[src/rtl/prog_pkg.sv]
// Shared types and widths for the fetch path: PC state encoding plus
// the address and lookup-pointer widths used by the LUT and decoder.
package prog_pkg;

    typedef enum logic [1:0] {
        IDLE = 2'd0,
        RUN  = 2'd1,
        DONE = 2'd2
    } pc_state_t;

    localparam int PC_W  = 10;
    localparam int PTR_W = 4;

endpackage

[src/rtl/sat_counter.sv]
// Saturating up-counter with synchronous clear and count enable.
// Ports: clk, rst (async high), clr, en in; count out (CNT_W bits).
module sat_counter
    import prog_pkg::*;
#(
    parameter int CNT_W = 16
) (
    input  logic             clk,
    input  logic             rst,
    input  logic             clr,
    input  logic             en,
    output logic [CNT_W-1:0] count
);

    logic [CNT_W-1:0] cnt_q;
    logic [CNT_W-1:0] cnt_d;

    always_comb begin
        cnt_d = cnt_q;
        if (clr) begin
            cnt_d = '0;
        end else if (en && (cnt_q != {CNT_W{1'b1}})) begin
            cnt_d = cnt_q + CNT_W'(1);
        end
    end

    always_ff @(posedge clk or posedge rst) begin
        if (rst) begin
            cnt_q <= '0;
        end else begin
            cnt_q <= cnt_d;
        end
    end

    assign count = cnt_q;

endmodule

[src/rtl/prog_counter.sv]
// Program counter / fetch sequencer: Start/Done handshake, stall, halt,
// branch load from the LUT, and a saturating RUN-cycle counter.
// Ports: Clk, Reset, Start, StartAddr, Stall, Halt, BranchEn, BranchPtr,
// absaddress in; LutPointer, ProgCtr, Running, Done, CycleCount out.
module prog_counter
    import prog_pkg::*;
#(
    parameter int PC_W  = prog_pkg::PC_W,
    parameter int PTR_W = prog_pkg::PTR_W,
    parameter int CNT_W = 16
) (
    input  logic             Clk,
    input  logic             Reset,
    input  logic             Start,
    input  logic [PC_W-1:0]  StartAddr,
    input  logic             Stall,
    input  logic             Halt,
    input  logic             BranchEn,
    input  logic [PTR_W-1:0] BranchPtr,
    output logic [PTR_W-1:0] LutPointer,
    input  logic [PC_W-1:0]  absaddress,
    output logic [PC_W-1:0]  ProgCtr,
    output logic             Running,
    output logic             Done,
    output logic [CNT_W-1:0] CycleCount
);

    pc_state_t       state_q;
    pc_state_t       state_d;
    logic [PC_W-1:0] pc_q;
    logic [PC_W-1:0] pc_d;
    logic            cnt_clr;
    logic            cnt_en;

    // The LUT sits beside this block; its answer is consumed same cycle.
    assign LutPointer = BranchPtr;

    always_comb begin
        state_d = state_q;
        pc_d    = pc_q;
        cnt_clr = 1'b0;
        cnt_en  = 1'b0;
        unique case (state_q)
            IDLE, DONE: begin
                if (Start) begin
                    state_d = RUN;
                    pc_d    = StartAddr;
                    cnt_clr = 1'b1;
                end
            end
            RUN: begin
                // Stall cycles and the halt cycle both count.
                cnt_en = 1'b1;
                if (Stall) begin
                    pc_d = pc_q;
                end else if (Halt) begin
                    state_d = DONE;
                end else if (BranchEn) begin
                    pc_d = absaddress;
                end else begin
                    pc_d = pc_q + PC_W'(1);
                end
            end
            default: begin
                state_d = IDLE;
            end
        endcase
    end

    always_ff @(posedge Clk or posedge Reset) begin
        if (Reset) begin
            state_q <= IDLE;
            pc_q    <= '0;
        end else begin
            state_q <= state_d;
            pc_q    <= pc_d;
        end
    end

    sat_counter #(
        .CNT_W (CNT_W)
    ) u_cycles (
        .clk   (Clk),
        .rst   (Reset),
        .clr   (cnt_clr),
        .en    (cnt_en),
        .count (CycleCount)
    );

    assign ProgCtr = pc_q;
    assign Running = (state_q == RUN);
    assign Done    = (state_q == DONE);

endmodule

[config.mk]
export PLATFORM = sky130hd
export DESIGN_NAME = prog_counter
export DESIGN_NICKNAME = d
export VERILOG_FILES = /design/src/rtl/prog_pkg.sv /design/src/rtl/sat_counter.sv /design/src/rtl/prog_counter.sv
export SDC_FILE = /design/constraint.sdc
export NUM_CORES = 1
export LEC_CHECK = 0
export CAP_MARGIN = 25
export CORE_MARGIN = 2
export CORE_UTILIZATION = 30
export DETAILED_ROUTE_END_ITERATION = 10
export GPL_ROUTABILITY_DRIVEN = 0
export MAX_ROUTING_LAYER = met4
export PLACE_DENSITY_LB_ADDON = 0.2
export REMOVE_ABC_BUFFERS = 1
export SLEW_MARGIN = 30
export SYNTH_ARGS = -nofsm -noshare
export SYNTH_HDL_FRONTEND = slang
export SYNTH_HIERARCHICAL = 1
export SYNTH_SLANG_ARGS = --single-unit
export TNS_END_PERCENT = 20
[constraint.sdc]
create_clock -name Clk -period 2.2 [get_ports Clk]
set_input_delay 0.44 -clock Clk [delete_from_list [all_inputs] [get_ports Clk]]
set_output_delay 0.44 -clock Clk [all_outputs]
set_load 0.01 [all_outputs]
==> flow_summary.ini <==
[outcome]
outcome = complete, no violations

[pwr]
power_density_mw_per_mm2 = 877
peakVddDrop_uv = 520
p_leak_nw = 0.971
finalPower_mw = 2.21

[logic_synthesis]
synth_area_leaders = dfrtp_1 38%, a21oi_1 6.8%, nand3_1 4.3%
synth-edff-count = 0
synth_cell_types = 48
yosys.area.top_type = dfrtp_1
syn_area_mm2 = 0.00184
synth_top_cell_area_share_pct = 38.0
syn_inst = 211
yosysMostFrequentCell = dfrtp_1
synth-seq-area-share_pct = 38.0
synth_top_cells_by_count = 28 x dfrtp_1, 25 x a21oi_1, 16 x nand3_1, 14 x nand2_1, 12 x o21ai_0
synth-async-reset-ratio_pct = 100
yosysWarningCount = 6
ys_ff_latch = 28
syn_area_per_cell_um2 = 8.74
yosys_most_used_dff = dfrtp_1

[worst_setup_path]
start_kind = register
crit_type = register to primary output
r2r_cells = 4
endpoint_kind = primary output
crit_end = Running
worstReg2RegStart = u_cycles/count[2]$_DFFE_PP0P_
worstPathRequired_ns = 1.76
crit_fanout = 9
cp-startpoint = state_q[1]$_DFFE_PP0P_
reg2reg_to = u_cycles/count[13]$_DFFE_PP0P_
cp_data_arrival_time_ns = 1.66
regToRegSetupSlack_ns = 0.26

[sta]
rsz0062_at_grt = false
max-slew-margin-rel_pct = 57.4
slew_violations = 0
skew_ns = 0.00777
setup_ws_ns = 0.0982
fmax_ghz = 0.476
post-route-min-period_ns = 2.10
hold_viol = 0
hold_ws_ns = 0.533
worst_slew_pin_slew_ns = 0.638
finalCritPeriodShare_pct = 95.5
setup_viol = 0

[detailed_routing]
routed_wl_um = 5150
ant_nets = 0
via_per_inst = 5.29
vias = 1805
remaining_drc_errors = 0
drt_iter0_markers = 86
wl_per_cell_um = 15.1
firstDrtPassIters = 4

[clocking]
cts_sinks = 28
cts_max_path_buffers = 2
clk_pin_slew_ns = 0.10
cts-htree-levels = 1
cts_buffers = 3
cts_resized = 0
clk_latency_ns = 0.28
ctsHoldBuffers = 0
cts_setup_buffers = 0
cts_root_buffer = clkbuf_8
cts_tree = done

[global_route]
use_met3_pct = 2.83
use_met1_pct = 20.6
grt_pass1_wl_um = 8050
grt-busiest-layer = met2
antenna_found_initial = 0
grtUsageTotal_pct = 15.8
grt_overflow = 0
use_met2_pct = 25.2
grt_pass1_vias = 1676
grt_max_degree = 21

[min_path]
hold_path.class = input port to asynchronous set/reset pin

[placement]
port_buffers = 53
dp_hpwl_um = 3850
post-place-ws_ns = 0.131

[floorplan]
initial_core_util_pct = 31.1
core_mm2 = 0.00592
die_h_um = 82.4
die_area_mm2 = 0.00679
num_io_pins = 62
placementRows = 28
die_w_um = 82.4

[job]
drv_cap = 0

[cells_and_area]
fin_util_pct = 42.6
antenna_cells = 0
fin_nets = 299
drive_gt1_share_pct = 10.5
area_delta_synth_final_pct = 36.6
[state kept, by name, indices dropped and copies added (netlist names)]
register        flops
u_cycles/count     16
ProgCtr            10
state_q             2
[worst max-delay path, cell delays in order (launching register included)]
cell	delay [ns]
dfrtp_1	0.43
nand2b_1	0.17
inv_1	0.07
buf_4	0.17
clkdlybuf4s50_1	0.55
[where the power goes]
part	switching, mW	leakage, nW	internal (mW)
logic	0.494	0.580	0.537
registers	0.218	0.363	0.638
clock network	0.163	0.0288	0.160
[per-layer routing]
metal	wire [µm]	share of wire [%]
met5	0	0
met4	64	1.2
met3	156	3.0
met2	2460	48
met1	2480	48
[area by class of cell]
| class | count | area, µm² |
|---|---|---|
| fill | 589 | 3400 |
| multi-input combinational | 159 | 1020 |
| sequential | 28 | 701 |
| timing repair buffer | 64 | 613 |
| tap | 75 | 93.8 |
| clock buffer | 4 | 55.1 |
| inverter | 11 | 41.3 |
[cells by family after synthesis]
family	Yosys count	synth area share (%)
compound gates	60	20.4
xor+xnor	5	2.37
buf+inv	24	6.92
flops	28	38.0
fa+ha+maj	2	1.36
mux	4	2.31
simple gates	88	28.6
[worst min path at each step]
stage	from	end	slack, ns	depth (start not counted)
6_report	Reset	ProgCtr[4]$_DFFE_PP0P_	0.53	2
5_1_grt	Reset	ProgCtr[4]$_DFFE_PP0P_	0.58	2
4_1_cts	Reset	ProgCtr[4]$_DFFE_PP0P_	0.55	2
3_5_place_dp	ProgCtr[9]$_DFFE_PP0P_	ProgCtr[9]$_DFFE_PP0P_	0.54	1
3_3_place_gp	ProgCtr[9]$_DFFE_PP0P_	ProgCtr[9]$_DFFE_PP0P_	0.53	1
2_1_floorplan	Reset	ProgCtr[0]$_DFFE_PP0P_	0.30	1
[placed cells by master, fill, tap and decap left out, types with 2 or more instances in the layout]
master,count
a21o_1,2
a21oi_1,25
a31oi_1,3
and3_1,4
buf_4,11
clkbuf_8,4
clkdlybuf4s50_1,53
dfrtp_1,28
ha_1,2
inv_1,11
mux2_2,2
mux2i_1,2
nand2_1,14
nand2b_1,3
nand3_1,16
nand4_1,5
nor2_1,8
nor2_2,2
nor2b_1,5
nor3_1,6
nor4_1,3
o211ai_1,3
o21ai_0,12
o31ai_1,6
o41ai_1,2
or3_1,7
or4_1,6
xnor2_1,3
xor2_1,2
[metrics by stage]
stage / cells / cell area, µm² / TNS [ns]
after floorplan: 198 / 1760 / -0.0980
after global placement: 337 / 2460 / 0
after detailed placement: 337 / 2460 / 0
after CTS: 341 / 2520 / 0
after global routing: 341 / 2520 / 0
final: 341 / 2520 / 0
Power figures use the tool's default switching activity.
